$ cat src/rtl/video_timing_m_if.sv
// Raster timing bundle between the pixel-clock timing generator
// and its consumers: enable in, sync/position/strobe outputs back.
interface video_timing_m_if #(
  parameter int X_WIDTH     = 10,
  parameter int Y_WIDTH     = 10,
  parameter int FRAME_WIDTH = 8
);
  logic                   en;
  logic                   hsync;
  logic                   vsync;
  logic                   visible;
  logic [X_WIDTH-1:0]     hcount;
  logic [Y_WIDTH-1:0]     vcount;
  logic [X_WIDTH-1:0]     x;
  logic [Y_WIDTH-1:0]     y;
  logic                   line_start;
  logic                   frame_start;
  logic                   vblank_start;
  logic [FRAME_WIDTH-1:0] frame_count;

  modport master (
    input  en,
    output hsync, vsync, visible,
    output hcount, vcount, x, y,
    output line_start, frame_start,
    output vblank_start, frame_count
  );

  modport slave (
    output en,
    input  hsync, vsync, visible,
    input  hcount, vcount, x, y,
    input  line_start, frame_start,
    input  vblank_start, frame_count
  );
endinterface

$ cat src/rtl/video_timing_m.sv
// Mode-configurable raster timing generator (h/v counters + one
// registered decode stage). Ports: clk_12_5875, rst (async high),
// vid (master): en in; hsync, vsync, visible, hcount, vcount, x, y,
// line_start, frame_start, vblank_start, frame_count out.
module video_timing_m #(
  parameter int H_VISIBLE    = 320,
  parameter int H_FRONT      = 8,
  parameter int H_SYNC       = 48,
  parameter int H_BACK       = 24,
  parameter int V_VISIBLE    = 480,
  parameter int V_FRONT      = 10,
  parameter int V_SYNC       = 2,
  parameter int V_BACK       = 33,
  parameter bit HSYNC_POL    = 1'b0,
  parameter bit VSYNC_POL    = 1'b0,
  parameter int H_SCALE_LOG2 = 0,
  parameter int V_SCALE_LOG2 = 0,
  parameter int X_WIDTH      = 10,
  parameter int Y_WIDTH      = 10,
  parameter int FRAME_WIDTH  = 8
) (
  input logic              clk_12_5875,
  input logic              rst,
  video_timing_m_if.master vid
);

  localparam int unsigned H_TOTAL =
    H_VISIBLE + H_FRONT + H_SYNC + H_BACK;
  localparam int unsigned V_TOTAL =
    V_VISIBLE + V_FRONT + V_SYNC + V_BACK;
  localparam int unsigned HS_BEG = H_VISIBLE + H_FRONT;
  localparam int unsigned HS_END = HS_BEG + H_SYNC;
  localparam int unsigned VS_BEG = V_VISIBLE + V_FRONT;
  localparam int unsigned VS_END = VS_BEG + V_SYNC;
  localparam logic HS_IDLE = ~HSYNC_POL;
  localparam logic VS_IDLE = ~VSYNC_POL;

  logic [X_WIDTH-1:0]     h;
  logic [Y_WIDTH-1:0]     v;
  logic [FRAME_WIDTH-1:0] frames;

  int unsigned hn;
  int unsigned vn;
  logic        h_last;
  logic        v_last;
  logic        vis_d;
  logic        hs_d;
  logic        vs_d;

  assign hn     = 32'(h);
  assign vn     = 32'(v);
  assign h_last = (hn == H_TOTAL - 1);
  assign v_last = (vn == V_TOTAL - 1);
  assign vis_d  = (hn < H_VISIBLE) && (vn < V_VISIBLE);
  assign hs_d   = (hn >= HS_BEG) && (hn < HS_END);
  assign vs_d   = (vn >= VS_BEG) && (vn < VS_END);

  always_ff @(posedge clk_12_5875 or posedge rst) begin
    if (rst) begin
      h      <= '0;
      v      <= '0;
      frames <= '0;
    end else if (vid.en) begin
      if (h_last) begin
        h <= '0;
        if (v_last) begin
          v      <= '0;
          frames <= frames + FRAME_WIDTH'(1);
        end else begin
          v <= v + Y_WIDTH'(1);
        end
      end else begin
        h <= h + X_WIDTH'(1);
      end
    end
  end

  // Output stage trails the counters by one cycle; strobes are
  // dropped while frozen so a paused position never re-fires them.
  always_ff @(posedge clk_12_5875 or posedge rst) begin
    if (rst) begin
      vid.hcount       <= '0;
      vid.vcount       <= '0;
      vid.x            <= '0;
      vid.y            <= '0;
      vid.visible      <= 1'b0;
      vid.hsync        <= HS_IDLE;
      vid.vsync        <= VS_IDLE;
      vid.line_start   <= 1'b0;
      vid.frame_start  <= 1'b0;
      vid.vblank_start <= 1'b0;
      vid.frame_count  <= '0;
    end else if (vid.en) begin
      vid.hcount       <= h;
      vid.vcount       <= v;
      vid.x            <= vis_d ? (h >> H_SCALE_LOG2) : '0;
      vid.y            <= vis_d ? (v >> V_SCALE_LOG2) : '0;
      vid.visible      <= vis_d;
      vid.hsync        <= hs_d ^ HS_IDLE;
      vid.vsync        <= vs_d ^ VS_IDLE;
      vid.line_start   <= (hn == 0);
      vid.frame_start  <= (hn == 0) && (vn == 0);
      vid.vblank_start <= (hn == 0) && (vn == V_VISIBLE);
      vid.frame_count  <= frames;
    end else begin
      vid.line_start   <= 1'b0;
      vid.frame_start  <= 1'b0;
      vid.vblank_start <= 1'b0;
    end
  end

endmodule

$ cat src/flat_wrapper.sv
// flat-port wrapper written by rule: the top's interface ports become plain ports
module video_timing_m_flat 
#(
  parameter int H_VISIBLE    = 320,
  parameter int H_FRONT      = 8,
  parameter int H_SYNC       = 48,
  parameter int H_BACK       = 24,
  parameter int V_VISIBLE    = 480,
  parameter int V_FRONT      = 10,
  parameter int V_SYNC       = 2,
  parameter int V_BACK       = 33,
  parameter bit HSYNC_POL    = 1'b0,
  parameter bit VSYNC_POL    = 1'b0,
  parameter int H_SCALE_LOG2 = 0,
  parameter int V_SCALE_LOG2 = 0,
  parameter int X_WIDTH      = 10,
  parameter int Y_WIDTH      = 10,
  parameter int FRAME_WIDTH  = 8
)
  (clk_12_5875, rst, vid_en, vid_hsync, vid_vsync, vid_visible, vid_hcount, vid_vcount, vid_x, vid_y, vid_line_start, vid_frame_start, vid_vblank_start, vid_frame_count);
  video_timing_m_if #(.X_WIDTH(X_WIDTH), .Y_WIDTH(Y_WIDTH), .FRAME_WIDTH(FRAME_WIDTH)) vid_i ();
  input logic clk_12_5875;
  input logic rst;
  input wire logic [$bits(vid_i.en)-1:0] vid_en;
  output wire logic [$bits(vid_i.hsync)-1:0] vid_hsync;
  output wire logic [$bits(vid_i.vsync)-1:0] vid_vsync;
  output wire logic [$bits(vid_i.visible)-1:0] vid_visible;
  output wire logic [$bits(vid_i.hcount)-1:0] vid_hcount;
  output wire logic [$bits(vid_i.vcount)-1:0] vid_vcount;
  output wire logic [$bits(vid_i.x)-1:0] vid_x;
  output wire logic [$bits(vid_i.y)-1:0] vid_y;
  output wire logic [$bits(vid_i.line_start)-1:0] vid_line_start;
  output wire logic [$bits(vid_i.frame_start)-1:0] vid_frame_start;
  output wire logic [$bits(vid_i.vblank_start)-1:0] vid_vblank_start;
  output wire logic [$bits(vid_i.frame_count)-1:0] vid_frame_count;
  assign vid_i.en = vid_en;
  assign vid_hsync = vid_i.hsync;
  assign vid_vsync = vid_i.vsync;
  assign vid_visible = vid_i.visible;
  assign vid_hcount = vid_i.hcount;
  assign vid_vcount = vid_i.vcount;
  assign vid_x = vid_i.x;
  assign vid_y = vid_i.y;
  assign vid_line_start = vid_i.line_start;
  assign vid_frame_start = vid_i.frame_start;
  assign vid_vblank_start = vid_i.vblank_start;
  assign vid_frame_count = vid_i.frame_count;
  video_timing_m #(.H_VISIBLE(H_VISIBLE), .H_FRONT(H_FRONT), .H_SYNC(H_SYNC), .H_BACK(H_BACK), .V_VISIBLE(V_VISIBLE), .V_FRONT(V_FRONT), .V_SYNC(V_SYNC), .V_BACK(V_BACK), .HSYNC_POL(HSYNC_POL), .VSYNC_POL(VSYNC_POL), .H_SCALE_LOG2(H_SCALE_LOG2), .V_SCALE_LOG2(V_SCALE_LOG2), .X_WIDTH(X_WIDTH), .Y_WIDTH(Y_WIDTH), .FRAME_WIDTH(FRAME_WIDTH)) u_core (.clk_12_5875(clk_12_5875), .rst(rst), .vid(vid_i));
endmodule
$ cat config.mk
export PLATFORM = sky130hd
export DESIGN_NAME = video_timing_m_flat
export DESIGN_NICKNAME = d
export VERILOG_FILES = /design/src/rtl/video_timing_m_if.sv /design/src/rtl/video_timing_m.sv /design/src/flat_wrapper.sv
export SDC_FILE = /design/constraint.sdc
export NUM_CORES = 1
export LEC_CHECK = 0
export BUFFER_PORTS_ARGS = -buffer_cell sky130_fd_sc_hd__buf_2
export CAP_MARGIN = 20
export CORE_MARGIN = 4
export CORE_UTILIZATION = 30
export DETAILED_ROUTE_END_ITERATION = 6
export HOLD_SLACK_MARGIN = 0.03
export PLACE_DENSITY = 0.52
export SETUP_SLACK_MARGIN = 0.2
export SLEW_MARGIN = 20
export SYNTH_ARGS = -nofsm -noshare
export SYNTH_HDL_FRONTEND = slang
export SYNTH_SLANG_ARGS = --single-unit
$ cat constraint.sdc
create_clock -name clk_12_5875 -period 2.9 [get_ports clk_12_5875]
set_clock_uncertainty 0.2 [all_clocks]
set_input_delay 0 -clock clk_12_5875 [delete_from_list [all_inputs] [get_ports clk_12_5875]]
set_output_delay 0 -clock clk_12_5875 [all_outputs]
set_load 0.1 [all_outputs]
==> impl_metrics.ini, run 1 <==
[run_status]
status = finished clean

[power_and_ir_drop]
p_leak_uw = 0.00216
ir_drop_mv = 0.467
power_uw = 3320
p_switching_uw = 1170
power_frac_comb = 0.231
p_sw_frac = 0.353
pwr-share-clk = 0.366
power-per-cell-area_nw_per_um2 = 779
seq_power_share = 0.402
internal_power_uw = 2150

[cts]
cts_resized = 0
cts_tree = yes
cts_num_sinks = 82
holdBufCountCts = 2
htreeDepth = 3
clk_latency_ns = 0.34
clockRootBuffer = clkbuf_16
path_clk_slew_ns = 0.06
clock_path_buffers = 2
post_cts_buffers = 0
numCtsBuffers = 9

[timing]
fin_crit_ns = 2.19
drv_slew = 0
maxClockFrequency_ghz = 0.456
maxSlewHeadroom = 0.569
setup_viol = 0
tightest_slew_ns = 0.646
hold_viol = 0
fin_tns_setup_ns = 0
period_share = 0.756
rsz0062_at_grt = no

[worst_setup_path]
crit_type = reg -> reg
required_ns = 2.92
cp.arrival_ns = 2.21
reg2reg_slack_ns = 0.71
worstSetupStartpointType = flop
end_kind = flop
worstRegToRegCells = 5
reg2reg_to = u_core.v[4]
r2r-start = u_core.h[1]
critPathMaxFanout = 12

[placed_design]
place_congestion = 0.781
port_buffers = 56
place_hpwl_um = 5080
placed_area_um2 = 3930
placed_cells = 511

[worst_hold_path]
hp-class = in -> async

[synthesis]
avgSynthCellArea_um2 = 10.9
synth_seq_area_share = 0.587
synthSimpleGateAreaFrac = 0.146
synth_xor_area_frac = 0.0476
synth_top_family_by_area = simple AND/OR/NAND/NOR gates
yosysWarnings = 0
synth_mux_area_frac = 0.0454
yosys.area.top_type = dfrtp_1
mappedNetlistNets = 331
synth-compound-area-share = 0.0808
synth_seq_cells = 82
netlist_instances = 322
synth_adder_area_share = 0.0215
synth.area.top_cells = dfrtp_1 (57%), inv_1 (4.8%), o21ai_0 (3.6%)
syn_area_um2 = 3500
synth_cell_types = 40
synth_top_area_frac = 0.572

[grt]
grt_usage = 0.120
grt_overflow = 0
grt_max_degree = 49
antenna_found_initial = 0
grt_pass1_wl_um = 12600
grt_pass1_vias = 2494

[layout]
postLayoutCellArea_um2 = 4260
fillers = 1172
regArea_um2 = 2050
diodes = 0
area_growth_pct = 21.9
final_cells = 529
finalNetCount = 390
multi_input_area_um2 = 1190
drive_above_1_share = 0.244

[run]
drv_cap = 0

[route]
via_count = 2416
wirelength_um = 7460
wl_per_cell_um = 14.1
first_pass_iters = 4
vias_per_cell = 4.57
antenna_left = 0
drtIter0Drc = 146
drc_errors = 0

[floorplanning]
initial_core_util = 0.306
die_area_um2 = 13500
core_area_um2 = 11400
die_h_um = 116
die_w_um = 116
placementRows = 39
top_level_ports = 57
## power by group through the flow
stage	Combinational, µW	Clock (µW)	Sequential (µW)
floorplan	202	0	1810
global placement	767	0	1350
detailed placement	771	0	1360
CTS	776	1240	1340
global route	813	1290	1350
finish	768	1220	1340
## metrics by stage
| stage | hold slack [ns] | util | setup WS, ns |
|---|---|---|---|
| 2_1_floorplan | 0.229 | - | 0.595 |
| 3_3_place_gp | -0.108 | 0.344 | 0.760 |
| 3_5_place_dp | -0.0965 | 0.344 | 0.701 |
| 4_1_cts | 0.0905 | 0.373 | 0.682 |
| 5_1_grt | 0.142 | 0.373 | 0.577 |
| 6_report | 0.0782 | 0.373 | 0.709 |
## worst max path at each step
stage,start,end,depth (start not counted)
2_1_floorplan,rst,u_core.frames[0],1
3_3_place_gp,u_core.h[0],u_core.v[4],5
3_5_place_dp,u_core.h[1],u_core.v[4],5
4_1_cts,u_core.h[1],u_core.v[4],5
5_1_grt,u_core.h[1],u_core.v[4],5
6_report,u_core.h[1],u_core.v[4],5
## cells in the final DEF, fill, tap and decap left out, types with 5 or more instances in the layout
cell and n:
o22ai_1 19, inv_1 44, dfrtp_1 80, nand4_1 6
nor3_1 7, ha_1 6, xor2_1 11, and3_1 5
mux2_2 11, xnor2_1 8, nand3_1 12, clkbuf_16 9
nand2_1 26, buf_2 56, nor2_1 14, o21ai_0 25
## critical path: stages (launching register included)
cell,delay (ns)
dfrtp_1,0.39
ha_1,0.23
and4b_2,0.29
and4b_1,0.49
nand4_2,0.16
mux2_4,0.31
## sequential cells by signal, indices dropped and copies added, names as in the netlist
| register | count |
|---|---|
| u_core.frames | 8 |
| u_core.h | 10 |
| u_core.v | 10 |
| u_core.vid.frame_count | 8 |
| u_core.vid.frame_start | 1 |
| u_core.vid.hcount | 10 |
| u_core.vid.hsync | 1 |
| u_core.vid.line_start | 1 |
| u_core.vid.vblank_start | 1 |
| u_core.vid.vcount | 10 |
| u_core.vid.visible | 1 |
| u_core.vid.vsync | 1 |
| u_core.vid.x | 10 |
| u_core.vid.y | 10 |
## Yosys cell counts (all sizes together)
| cell | count |
|---|---|
| dfrtp | 80 |
| inv | 45 |
| nand2 | 26 |
| o21ai | 25 |
| o22ai | 19 |
| nor2 | 14 |
| mux2 | 12 |
| nand3 | 12 |
| buf | 11 |
| xor2 | 11 |
| nand4 | 8 |
| xnor2 | 8 |
| nor3 | 7 |
| ha | 6 |
| and3 | 5 |
| clkbuf | 4 |
| nor2b | 4 |
| nor4 | 4 |
| and4 | 2 |
| and4b | 2 |
| dfstp | 2 |
| mux2i | 2 |
| nor3b | 2 |
| a21oi | 1 |
| a22o | 1 |
| a2bb2oi | 1 |
| and2 | 1 |
| and4bb | 1 |
| nand4b | 1 |
| nor4b | 1 |
| o211ai | 1 |
| o22a | 1 |
| or3 | 1 |
| or4 | 1 |
## area by class of cell
type / instances / area share
Sequential cell: 82 / 0.482
Multi-Input combinational cell: 180 / 0.280
Timing Repair Buffer: 63 / 0.0822
Clock buffer: 13 / 0.0587
Tap cell: 143 / 0.0420
Inverter: 45 / 0.0399
Clock inverter: 3 / 0.0153
## logic make-up after synthesis
logic type,Yosys count
xor gates and xnor gates,19
and+or+nand+nor,92
DFF,82
muxes,14
adders and majority gates,6
AOI/OAI and AO/OA,49
buffers and inverters,60
## metal layers
layer | wire [µm] | part of all wire | GRT usage | up-vias
li1 | - | - | - | 1197
met1 | 3740 | 0.50 | 0.167 | 1155
met2 | 3170 | 0.43 | 0.171 | 56
met3 | 421 | 0.056 | 0.0298 | 8
met4 | 125 | 0.017 | 0.0650 | 0
met5 | 0 | 0 | 0 | -
No activity file was read; power rests on OpenSTA's default activity.
==> inputs of run 2 (changes only) <==
--- a/config.mk
+++ b/config.mk
@@ -11,7 +11,7 @@
 export CORE_UTILIZATION = 30
 export DETAILED_ROUTE_END_ITERATION = 6
 export HOLD_SLACK_MARGIN = 0.03
-export PLACE_DENSITY = 0.52
+export PLACE_DENSITY = 0.53
 export SETUP_SLACK_MARGIN = 0.2
 export SLEW_MARGIN = 20
 export SYNTH_ARGS = -nofsm -noshare
==> constraint.sdc (replaced) <==
create_clock -name clk_12_5875 -period 1.9 [get_ports clk_12_5875]
set_clock_uncertainty 0.2 [all_clocks]
set_input_delay 0 -clock clk_12_5875 [delete_from_list [all_inputs] [get_ports clk_12_5875]]
set_output_delay 0 -clock clk_12_5875 [all_outputs]
set_load 0.1 [all_outputs]
==> run 2 against run 1 <==
Against the previous run:
- critical path type unchanged
- critical endpoint unchanged
- cell count up 7.0%
- via count rose by 9.8%
- worst setup slack got worse by 0.70 ns
- wire length rose by 12%
==> impl_metrics.ini, run 2 (same netlist as run 1, synthesis figures left out) <==
[power_and_ir_drop]
ir_drop_mv = 0.564
pwr-share-clk = 0.376
p_switching_uw = 1900
seq_power_share = 0.365
p_sw_frac = 0.351
power-per-cell-area_nw_per_um2 = 1110
power_frac_comb = 0.260
internal_power_uw = 3530
p_leak_uw = 0.00242
power_uw = 5430

[placed_design]
place_hpwl_um = 5480
placed_cells = 532
place_congestion = 0.792
port_buffers = 56

[timing]
tightest_slew_ns = 0.501
drv_slew = 0
period_share = 0.993
hold_viol = 0
fin_crit_ns = 1.89
hold_slack_ns = 0.0882
fin_tns_setup_ns = 0
maxSlewHeadroom = 0.668
setup_viol = 0
maxClockFrequency_ghz = 0.530
rsz0062_at_grt = yes

[worst_setup_path]
cp.arrival_ns = 1.92
end_kind = flop
critPathMaxFanout = 4
crit_type = reg -> reg
required_ns = 1.93
worstSetupStartpointType = flop
worstRegToRegCells = 6

[layout]
drive_above_1_share = 0.397
layout.cells.most_common = dfrtp_1
multi_input_area_um2 = 1450
final_cells = 566
finalNetCount = 427
regArea_um2 = 2060
final_cell_mix = dfrtp_1 (79), buf_2 (56), inv_1 (42)
post-route-util = 0.427
fillers = 1117
diodes = 0
area_growth_pct = 39.5

[grt]
antenna_found_initial = 0
grt_overflow = 0
grt_pass1_vias = 2745
grt_usage = 0.134
grt_pass1_wl_um = 14000
grt_max_degree = 83

[cts]
clock_path_buffers = 2
clk_latency_ns = 0.34
cts_tree = yes
clockRootBuffer = clkbuf_16
path_clk_slew_ns = 0.07
htreeDepth = 3
cts_num_sinks = 82
numCtsBuffers = 9

[worst_hold_path]
hp-class = in -> reg
min_path_cells = 3

[floorplanning]
die_h_um = 116
die_area_um2 = 13500
top_level_ports = 57
initial_core_util = 0.306
core_area_um2 = 11400
die_w_um = 116
placementRows = 39

[run]
drv_cap = 0

[route]
via_count = 2652
first_pass_iters = 4
drc_errors = 0
drtIter0Drc = 130
antenna_left = 0
vias_per_cell = 4.69
wl_per_cell_um = 14.8
wirelength_um = 8390

[run_status]
status = finished clean
run 2: changes by cell type in the layout (fill, tap and decap cells not counted), moves of 4 or more:
cell	previous run	this run
buf_4	4	29
buf_6	0	6
nor2_1	14	8
nor2_4	0	5
nor3_1	7	2
nor3_2	0	5
o21ai_0	25	20
nor4_1	4	0
run 2: power groups by stage:
| stage | clock network (µW) | registers [µW] | logic [µW] |
|---|---|---|---|
| CTS | 2090 | 1980 | 1370 |
| detailed placement | 0 | 2020 | 1340 |
| global placement | 0 | 2010 | 1320 |
| global route | 2170 | 2000 | 1480 |
| floorplan | 0 | 2760 | 309 |
| finish | 2040 | 1980 | 1410 |
run 2: what timing repair did:
| item | in CTS | in global routing |
|---|---|---|
| endpoints found under the setup margin | 22 | 27 |
| hold endpoints to repair | 86 | 0 |
| buffers inserted | 6 | 6 |
| pin swaps | 7 | 11 |
| resized for setup | 16 | 35 |
| cloned | 1 | 0 |
| hold buffers | 5 | 0 |
run 2: per-layer routing:
metal / part of all wire / track usage / vias up
met5: 0 / 0 / -
met4: 0.022 / 0.0565 / 0
met3: 0.057 / 0.0350 / 19
met2: 0.44 / 0.202 / 69
met1: 0.48 / 0.184 / 1277
li1: - / - / 1287
run 2: worst max-delay path: stages, from the launching register on:
cell and delay (ns):
dfrtp_1 0.36, ha_2 0.18, and4b_2 0.26, and4b_2 0.29, buf_12 0.12, nand4_4 0.07, mux2_4 0.30
run 2: cell type report:
class                   instances  area share
clock buffers                  10      0.0490
inverters                      45      0.0359
clock inverters                 6      0.0233
repair buffers                 99       0.137
flip-flops and latches         82       0.421
multi-input cells             181       0.297
well taps                     143      0.0367
run 2: final timing paths:
| path | start | endpoint | slack, ns |
|---|---|---|---|
| setup / recovery | u_core.h[1] | u_core.v[4] | 0.01 |
| hold / removal | vid_en | u_core.vid.visible | 0.09 |
| setup reg to reg | u_core.h[1] | u_core.v[4] | 0.01 |
| hold reg to reg | u_core.frames[7] | u_core.frames[7] | 0.28 |
| max in group asynchronous | rst | u_core.v[5] | 1.01 |
| min in group asynchronous | rst | u_core.vid.hcount[1] | 0.12 |
run 2: stage by stage:
| step | instance area [µm²] | setup slack, ns |
|---|---|---|
| finish | 4880 | 0.0124 |
| global route | 4880 | -0.0643 |
| CTS | 4700 | 0.0448 |
| detailed placement | 4170 | 0.00780 |
| global placement | 4170 | 0.0325 |
| floorplan | 3570 | 0.0680 |
==> inputs of run 3 (changes only) <==
--- a/config.mk
+++ b/config.mk
@@ -11,7 +11,7 @@
 export CORE_UTILIZATION = 30
 export DETAILED_ROUTE_END_ITERATION = 6
 export HOLD_SLACK_MARGIN = 0.03
-export PLACE_DENSITY = 0.53
+export PLACE_DENSITY = 0.52
 export SETUP_SLACK_MARGIN = 0.2
 export SLEW_MARGIN = 20
 export SYNTH_ARGS = -nofsm -noshare
==> constraint.sdc (replaced) <==
create_clock -name clk_12_5875 -period 2.09 [get_ports clk_12_5875]
set_clock_uncertainty 0.2 [all_clocks]
set_input_delay 0 -clock clk_12_5875 [delete_from_list [all_inputs] [get_ports clk_12_5875]]
set_output_delay 0 -clock clk_12_5875 [all_outputs]
set_load 0.1 [all_outputs]
==> run 3 against run 2 <==
Against the previous run:
- first-iteration DRC count shrank 0.77%
- total power shrank 15%
- flip-flop and latch count is the same
- critical path depth shrank 1
- worst hold slack lost 0.060 ns
- register-to-register slack gained 0.15 ns
- global-route usage shrank 1.2 points
==> impl_metrics.ini, run 3 (same netlist as run 1, synthesis figures left out) <==
[layout]
layout.cells.most_common = dfrtp_1
area_growth_pct = 29.7
fillers = 1152
final_cells = 552
final_cell_mix = dfrtp_1 (80), buf_2 (56), inv_1 (44)
drive_above_1_share = 0.311
diodes = 0
finalNetCount = 413
post-route-util = 0.397

[cts]
clk_latency_ns = 0.34
cts_num_sinks = 82
clock_path_buffers = 2
clockRootBuffer = clkbuf_16
numCtsBuffers = 9
cts_tree = yes
htreeDepth = 3
path_clk_slew_ns = 0.07

[power_and_ir_drop]
power-per-cell-area_nw_per_um2 = 1010
ir_drop_mv = 0.616
p_leak_uw = 0.00233

[worst_setup_path]
required_ns = 2.11
end_kind = flop
worstRegToRegCells = 5
reg2reg_slack_ns = 0.17
r2r-start = u_core.h[0]
cp_cell_sequence = ha_1 > and4b_2 > and4b_2 > nand4_2 > mux2_4
cpMostUsedCell = and4b_2
reg2reg_to = u_core.v[4]
critPathMaxFanout = 4
endpoint = u_core.v[4]
cp.arrival_ns = 1.94
cp_slowest_stage_delay_ns = 0.40
cp_top_family = simple AND/OR/NAND/NOR gates
crit_cells = 5
cp_slowest_cell = dfrtp_1
cp_num_buf_inv = 0
critPathLaunch = u_core.h[0]
worstSetupStartpointType = flop
crit_type = reg -> reg

[timing]
drv_slew = 0
maxClockFrequency_ghz = 0.520
tightest_slew_ns = 0.484
fin_crit_ns = 1.92
period_share = 0.920
hold_viol = 0
setup_viol = 0
rsz0062_at_grt = yes
fin_tns_setup_ns = 0
maxSlewHeadroom = 0.677

[route]
antenna_left = 0
first_pass_iters = 5
via_count = 2550
vias_per_cell = 4.62
wl_per_cell_um = 14.2
wirelength_um = 7850
drtIter0Drc = 129
drc_errors = 0

[floorplanning]
die_w_um = 116
top_level_ports = 57
die_area_um2 = 13500
initial_core_util = 0.306
core_area_um2 = 11400
placementRows = 39
die_h_um = 116

[placed_design]
placed_cells = 527
port_buffers = 56
place_congestion = 0.834
place_hpwl_um = 5400

[run]
drv_cap = 0

[worst_hold_path]
hp-class = in -> async

[grt]
grt_pass1_vias = 2556
antenna_found_initial = 0
grt_max_degree = 46
grt_overflow = 0
grt_usage = 0.122
grt_pass1_wl_um = 13000

[run_status]
status = finished clean
run 3: changes by cell type in the layout (fill, tap and decap cells not counted), moves of 3 or more:
cell	previous run	this run
buf_4	29	22
o21ai_2	3	0
nand3_1	9	12
buf_6	6	2
nor2_4	5	1
o21ai_0	20	25
nand3_2	3	0
nand2_1	23	26
nor3_2	5	2
nor2_1	8	13
run 3: stage by stage:
stage | instance area (µm²) | power, µW | worst slack (ns) | hold slack (ns)
floorplan | 3500 | 2790 | 0.204 | 0.0450
CTS | 4420 | 4630 | 0.186 | 0.0420
global route | 4540 | 4790 | 0.0934 | 0.0689
global placement | 4050 | 3010 | 0.211 | -0.151
finish | 4540 | 4590 | 0.167 | 0.0279
detailed placement | 4050 | 3010 | 0.163 | -0.145
run 3: layout make-up:
| cell class | count | area [µm²] | share of cell area |
|---|---|---|---|
| clock buffer | 9 | 225 | 0.0496 |
| clock inverter | 7 | 77.6 | 0.0171 |
| inverter | 45 | 173 | 0.0380 |
| multi-input combinational | 181 | 1300 | 0.287 |
| sequential | 82 | 2050 | 0.453 |
| tap | 143 | 179 | 0.0394 |
| timing repair buffer | 85 | 528 | 0.116 |
run 3: worst min-delay path by stage:
stage,end,slack [ns],cells past startpoint
floorplan,u_core.frames[0],0.04,1
global placement,u_core.vid.hcount[1],-0.15,2
detailed placement,u_core.vid.x[1],-0.15,2
CTS,u_core.vid.x[1],0.04,3
global route,u_core.vid.hcount[7],0.07,3
finish,u_core.vid.x[1],0.03,3
run 3: routing by layer:
metal	share of wire	up-vias	track usage	wire length (µm)
li1	-	1258	-	-
met1	0.51	1229	0.179	3990
met2	0.43	50	0.174	3350
met3	0.048	13	0.0277	379
met4	0.016	0	0.0487	127
met5	0	-	0	0
run 3: what timing repair did:
| item | in CTS | in global routing |
|---|---|---|
| endpoints found under the hold margin | 90 | 0 |
| cloned | 0 | 1 |
| setup endpoints to repair | 8 | 17 |
| resized for setup | 4 | 13 |
| pin swaps | 3 | 3 |
| hold buffers | 4 | 0 |
| buffers inserted | 1 | 3 |
run 3: worst register-to-register path: cells and delay by family, from the launching register on:
kind	cells	cell delay [ns]
mux	1	0.31
fa+ha+maj	1	0.18
flops	1	0.40
simple gates	3	0.71
run 3: power by group:
part	total (µW)	internal [µW]	switching, µW
logic	1170	223	949
clock network	1610	936	678
registers	1810	1730	80.4
